## src/rtl/pipe_ctrl_pkg.sv

```systemverilog
// Shared types and bank indices for the pipeline sequencer.
package pipe_ctrl_pkg;

  // RUN: normal sequencing. REDIRECT: a taken branch is waiting for an
  // outstanding fetch to drain before the PC can be steered.
  typedef enum logic {
    RUN      = 1'b0,
    REDIRECT = 1'b1
  } pipe_ctrl_state_t;

  // Bit positions of the pipeline banks in load_regs / flush_regs.
  localparam int IF_ID     = 0;
  localparam int ID_EX     = 1;
  localparam int EX_MEM    = 2;
  localparam int MEM_WB    = 3;
  localparam int NUM_BANKS = 4;

  // One-hot mask selecting a single bank.
  function automatic logic [NUM_BANKS-1:0] bank_mask(input int bank);
    logic [NUM_BANKS-1:0] m;
    m = '0;
    m[bank] = 1'b1;
    return m;
  endfunction

endpackage

```

## src/rtl/pipe_ctrl_reg.sv

```systemverilog
// Parameterized load-enable register with synchronous clear.
module pipe_ctrl_reg #(
  parameter int WIDTH = 16
) (
  input  logic             clk,
  input  logic             reset,
  input  logic             load_i,
  input  logic [WIDTH-1:0] d_i,
  output logic [WIDTH-1:0] q_o
);

  logic [WIDTH-1:0] data_q;

  // Capture d_i when loaded; reset clears the stored value.
  always_ff @(posedge clk) begin
    if (reset) begin
      data_q <= '0;
    end else if (load_i) begin
      data_q <= d_i;
    end
  end

  assign q_o = data_q;

endmodule

```

## src/rtl/pipe_ctrl.sv

```systemverilog
// Pipeline sequencer: per-cycle load/hold/bubble decisions for the four
// pipeline banks and the PC, with a deferred redirect when a taken branch
// collides with an outstanding instruction fetch.
module pipe_ctrl
  import pipe_ctrl_pkg::*;
#(
  parameter int PC_WIDTH  = 16,
  parameter int CNT_WIDTH = 32
) (
  input  logic                 clk,
  input  logic                 reset,
  input  logic                 imem_read,
  input  logic                 imem_resp,
  input  logic                 dmem_req,
  input  logic                 dmem_resp,
  input  logic                 load_use,
  input  logic                 branch_taken,
  input  logic [PC_WIDTH-1:0]  branch_target,
  output logic                 load_pc,
  output logic                 pc_sel,
  output logic [PC_WIDTH-1:0]  redirect_pc,
  output logic [NUM_BANKS-1:0] load_regs,
  output logic [NUM_BANKS-1:0] flush_regs,
  output logic [CNT_WIDTH-1:0] stall_cycles,
  output logic [CNT_WIDTH-1:0] flush_count
);

  pipe_ctrl_state_t state_q, state_d;
  logic [PC_WIDTH-1:0]  saved_target;
  logic [CNT_WIDTH-1:0] stall_q, stall_d;
  logic [CNT_WIDTH-1:0] flush_q, flush_d;
  logic d_stall, i_stall;
  logic capture_target;
  logic stall_inc, flush_inc;

  assign d_stall = dmem_req & ~dmem_resp;
  assign i_stall = imem_read & ~imem_resp;

  // Branch target held while the redirect waits for the fetch to finish.
  pipe_ctrl_reg #(
    .WIDTH(PC_WIDTH)
  ) u_saved_target (
    .clk   (clk),
    .reset (reset),
    .load_i(capture_target),
    .d_i   (branch_target),
    .q_o   (saved_target)
  );

  // State register; reset always returns to RUN, dropping any pending redirect.
  always_ff @(posedge clk) begin
    if (reset) begin
      state_q <= RUN;
    end else begin
      state_q <= state_d;
    end
  end

  // Next-state: enter REDIRECT on a branch blocked by a fetch, leave once
  // neither memory is stalling.
  always_comb begin
    state_d = state_q;
    case (state_q)
      RUN: begin
        if (!d_stall && branch_taken && i_stall) begin
          state_d = REDIRECT;
        end
      end
      REDIRECT: begin
        if (!d_stall && !i_stall) begin
          state_d = RUN;
        end
      end
      default: state_d = RUN;
    endcase
  end

  // Output decode; the priority chain picks exactly one action per cycle,
  // so each counter steps at most once.
  always_comb begin
    load_regs      = '1;
    flush_regs     = '0;
    load_pc        = 1'b1;
    pc_sel         = 1'b0;
    redirect_pc    = branch_target;
    capture_target = 1'b0;
    stall_inc      = 1'b0;
    flush_inc      = 1'b0;

    if (reset) begin
      load_regs  = '0;
      flush_regs = '1;
      load_pc    = 1'b0;
    end else begin
      case (state_q)
        RUN: begin
          if (d_stall) begin
            // Branch in EX/MEM is frozen too, so it is acted on later.
            load_regs = '0;
            load_pc   = 1'b0;
            stall_inc = 1'b1;
          end else if (branch_taken && i_stall) begin
            load_regs      = bank_mask(MEM_WB);
            flush_regs     = bank_mask(IF_ID) | bank_mask(ID_EX) | bank_mask(EX_MEM);
            load_pc        = 1'b0;
            capture_target = 1'b1;
            flush_inc      = 1'b1;
          end else if (branch_taken) begin
            load_regs  = bank_mask(MEM_WB);
            flush_regs = bank_mask(IF_ID) | bank_mask(ID_EX) | bank_mask(EX_MEM);
            pc_sel     = 1'b1;
            flush_inc  = 1'b1;
          end else if (load_use) begin
            // Hold IF_ID and the PC, inject a bubble into ID_EX.
            load_regs  = bank_mask(EX_MEM) | bank_mask(MEM_WB);
            flush_regs = bank_mask(ID_EX);
            load_pc    = 1'b0;
            flush_inc  = 1'b1;
          end else if (i_stall) begin
            load_regs  = ~bank_mask(IF_ID);
            flush_regs = bank_mask(IF_ID);
            load_pc    = 1'b0;
            stall_inc  = 1'b1;
          end
        end
        REDIRECT: begin
          redirect_pc = saved_target;
          if (d_stall) begin
            load_regs = '0;
            load_pc   = 1'b0;
            stall_inc = 1'b1;
          end else if (i_stall) begin
            load_regs  = ~bank_mask(IF_ID);
            flush_regs = bank_mask(IF_ID);
            load_pc    = 1'b0;
            stall_inc  = 1'b1;
          end else begin
            // Fetch done: steer the PC and discard the stale fetched word.
            load_regs  = ~bank_mask(IF_ID);
            flush_regs = bank_mask(IF_ID);
            pc_sel     = 1'b1;
          end
        end
        default: begin
          load_regs = '0;
          load_pc   = 1'b0;
        end
      endcase
    end
  end

  // Counter next values; both wrap naturally at the counter width.
  always_comb begin
    stall_d = stall_q;
    flush_d = flush_q;
    if (stall_inc) stall_d = stall_q + CNT_WIDTH'(1);
    if (flush_inc) flush_d = flush_q + CNT_WIDTH'(1);
  end

  // Performance counter registers.
  always_ff @(posedge clk) begin
    if (reset) begin
      stall_q <= '0;
      flush_q <= '0;
    end else begin
      stall_q <= stall_d;
      flush_q <= flush_d;
    end
  end

  assign stall_cycles = stall_q;
  assign flush_count  = flush_q;

endmodule

```

## config.mk

```make
export PLATFORM = sky130hd
export DESIGN_NAME = pipe_ctrl
export DESIGN_NICKNAME = d
export VERILOG_FILES = /design/src/rtl/pipe_ctrl_pkg.sv /design/src/rtl/pipe_ctrl_reg.sv /design/src/rtl/pipe_ctrl.sv
export SDC_FILE = /design/constraint.sdc
export NUM_CORES = 1
export LEC_CHECK = 0
export CAP_MARGIN = 40
export CORE_MARGIN = 5
export CORE_UTILIZATION = 40
export CTS_CLUSTER_SIZE = 28
export DETAILED_ROUTE_END_ITERATION = 8
export PLACE_DENSITY = 0.83
export SYNTH_ARGS = -nofsm -noshare
export SYNTH_HDL_FRONTEND = slang
export SYNTH_SLANG_ARGS = --single-unit
```

## constraint.sdc

```tcl
create_clock -name clk -period 2.1 [get_ports clk]
set_clock_uncertainty 0.1 [all_clocks]
set_input_delay 0.42 -clock clk [delete_from_list [all_inputs] [get_ports clk]]
set_output_delay 0.42 -clock clk [all_outputs]
set_load 0.05 [all_outputs]
```

==> impl_metrics.ini <==
[outcome]
status = complete, but fails checks
violations = setup timing

[grt]
grtUsageTotal = 0.213
grt_pass1_vias = 4236
grt.overflow.total = 0
grt_max_degree = 30
grt_pass1_wl_mm = 20.3
antenna_found_initial = 0

[floorplan]
rows = 36
initial_core_util = 0.406
io_pins = 114
core-area_um2 = 9680
die_area_um2 = 11900
floorplan.die.height_um = 109
die_x_um = 109

[route]
totalWireLength_mm = 12.5
antenna_left = 0
drc = 0
vias_per_cell = 5.36
vias = 4213
first_iter_violations = 188
wire_per_inst_um = 15.9
drt_first_pass_iters = 5

[critical_path]
r2r-start = stall_cycles[1]
path_class = reg -> reg
crit_end = stall_cycles[24]
regToRegEndpoint = stall_cycles[24]
ff2ff_path_depth = 6
critPathLaunch = stall_cycles[1]
cp_max_fo = 6
cp_data_required_time_ns = 2.29
startpoint_type = flop
crit_arrival_ns = 2.35
critPathCaptureType = flop
r2r_slack_ns = -0.05

[synth]
synth_flop_cell = dfxtp_1
netlist_instances = 482
yosys.area.top_type_share = 0.413
synthesis.nets = 508
syn_avg_cell_area_um2 = 8.15
yosysSeqAreaShare = 0.413
synth_edf_count = 0
yosys.cell_types.count = 41
netlist_area_um2 = 3930
synthTopCellsByCount = dfxtp_1, nand2_1, nor2_1
synth_seq_cells = 81
yosysTopAreaCell = dfxtp_1
synth_most_common_cell = dfxtp_1
yosys-top-cells-area = dfxtp_1, nand2_1, a21oi_1
yosysWarnings = 0
synth_compound_area_frac = 0.103
async_flop_share = 0
synth-simple-area-share = 0.309
synth_top_family_by_area = simple AND/OR/NAND/NOR gates
synth-xor-area-share = 0.0869
synthAdderAreaFrac = 0.00637
synth_mux_area_frac = 0.0487

[power]
fin_total_pwr_uw = 3310
p_leak_uw = 0.00264
ir_drop_mv = 0.301
powerDensity_nw_per_um2 = 523

[cells_and_area]
multi_input_area_um2 = 2460
syn_to_final_growth_pct = 60.8
seq_area_um2 = 1700
fill_cells = 771
drive_above_1_share = 0.358
n_antenna_cell = 0
final_nets = 674

[sta]
max_freq_ghz = 0.465
finalHoldViolations = 0
fin_ws_ns = -0.0525
post-route-min-period_ns = 2.15
setup_violations = 5
hold_ws_ns = 0.361
finalCritPeriodShare = 1.02
rsz0062_at_grt = yes
slew_headroom = 0.634
slew_violations = 0
tightestPinTransition_ns = 0.549

[cts]
cts_htree_levels = 3
clk_pin_slew_ns = 0.08
root_buffer = clkbuf_8
cts-hold-fix-buffers = 0
cts_inserted_buffers = 9
clkSinkCount = 81
clock_path_buffers = 2
clk_latency_ns = 0.36
cts_tree = yes

[placement]
dpl_worst_slack_ns = -0.476
gp_congestion = 0.891
portBuffers = 113
place_hpwl_mm = 8.89

[worst_hold_path]
hold_class = reg -> reg
hold_start = u_saved_target.q_o[10]

[run]
cap_violations = 0
## timing repair
item,in CTS,in global routing
endpoints found under the setup margin,54,55
buffers inserted,2,3
cloned,2,0
resized for setup,78,40
pin swaps,6,5
## area by class of cell
| type | count | share of cell area |
|---|---|---|
| Sequential cell | 81 | 0.269 |
| Tap cell | 133 | 0.0263 |
| Multi-Input combinational cell | 370 | 0.389 |
| Clock inverter | 4 | 0.00792 |
| Inverter | 9 | 0.00594 |
| Clock buffer | 12 | 0.0245 |
| Timing Repair Buffer | 177 | 0.278 |
## critical path: stages (launching register included)
cell	delay [ns]
dfxtp_4	0.37
ha_4	0.13
nand4_1	0.09
or4_4	0.44
or4_4	0.48
or3_1	0.35
a21oi_2	0.13
## cell families after synthesis
kind of cell	count (synthesis)
compound gates	75
flops	81
fa+ha+maj	2
xor+xnor	39
mux	17
simple gates	236
buf+inv	32
## cell usage in the layout (no fill, tap or decap), types with 7 or more instances in the layout
master	count
buf_4	93
nand2_1	59
dfxtp_1	49
nor2_1	48
a21oi_1	36
nand3_1	23
clkdlybuf4s50_1	22
nand4_1	20
xnor2_1	20
xor2_1	19
o21ai_0	19
dlygate4sd2_1	19
dfxtp_2	17
mux2_4	16
or3_1	16
buf_8	16
dfxtp_4	15
buf_12	12
nor4_1	11
clkbuf_8	11
dlymetal6s2s_1	10
nor3_1	8
inv_1	8
and3_1	7
## stage by stage
stage,util,cells,instance area [um2],TNS [ns]
2_1_floorplan,-,482,4080,-2.75
4_1_cts,0.635,783,6150,-0.142
3_3_place_gp,0.589,763,5700,-14.19
3_5_place_dp,0.589,763,5700,-16.09
5_1_grt,0.653,786,6320,-0.899
6_report,0.653,786,6320,-0.144
## layer usage
metal,global-route usage,vias to the layer above,share of wire
met5,0,-,0
met4,0.0685,0,0.018
met3,0.0456,24,0.062
met2,0.372,141,0.52
met1,0.259,2017,0.40
li1,-,2031,-
## state kept, by name, indices dropped and copies added (netlist names)
name and count:
state_q 1, stall_cycles 32, u_saved_target.q_o 16, flush_count 32
## worst min path at each step
stage | end | slack (ns) | depth (start not counted)
after floorplan | u_saved_target.q_o[0] | 0.33 | 2
after global placement | u_saved_target.q_o[6] | 0.34 | 2
after detailed placement | u_saved_target.q_o[13] | 0.35 | 2
after CTS | u_saved_target.q_o[1] | 0.36 | 2
after global routing | u_saved_target.q_o[6] | 0.39 | 2
final | u_saved_target.q_o[10] | 0.36 | 2
## report_power, final
group          switching (uW)  total, uW  leakage, uW  internal, uW
clock                     575       1190     0.000107           616
combinational             314        568      0.00186           254
sequential               15.4       1550     0.000674          1530
total                     904       3310      0.00264          2400
Power figures use the tool's default switching activity.
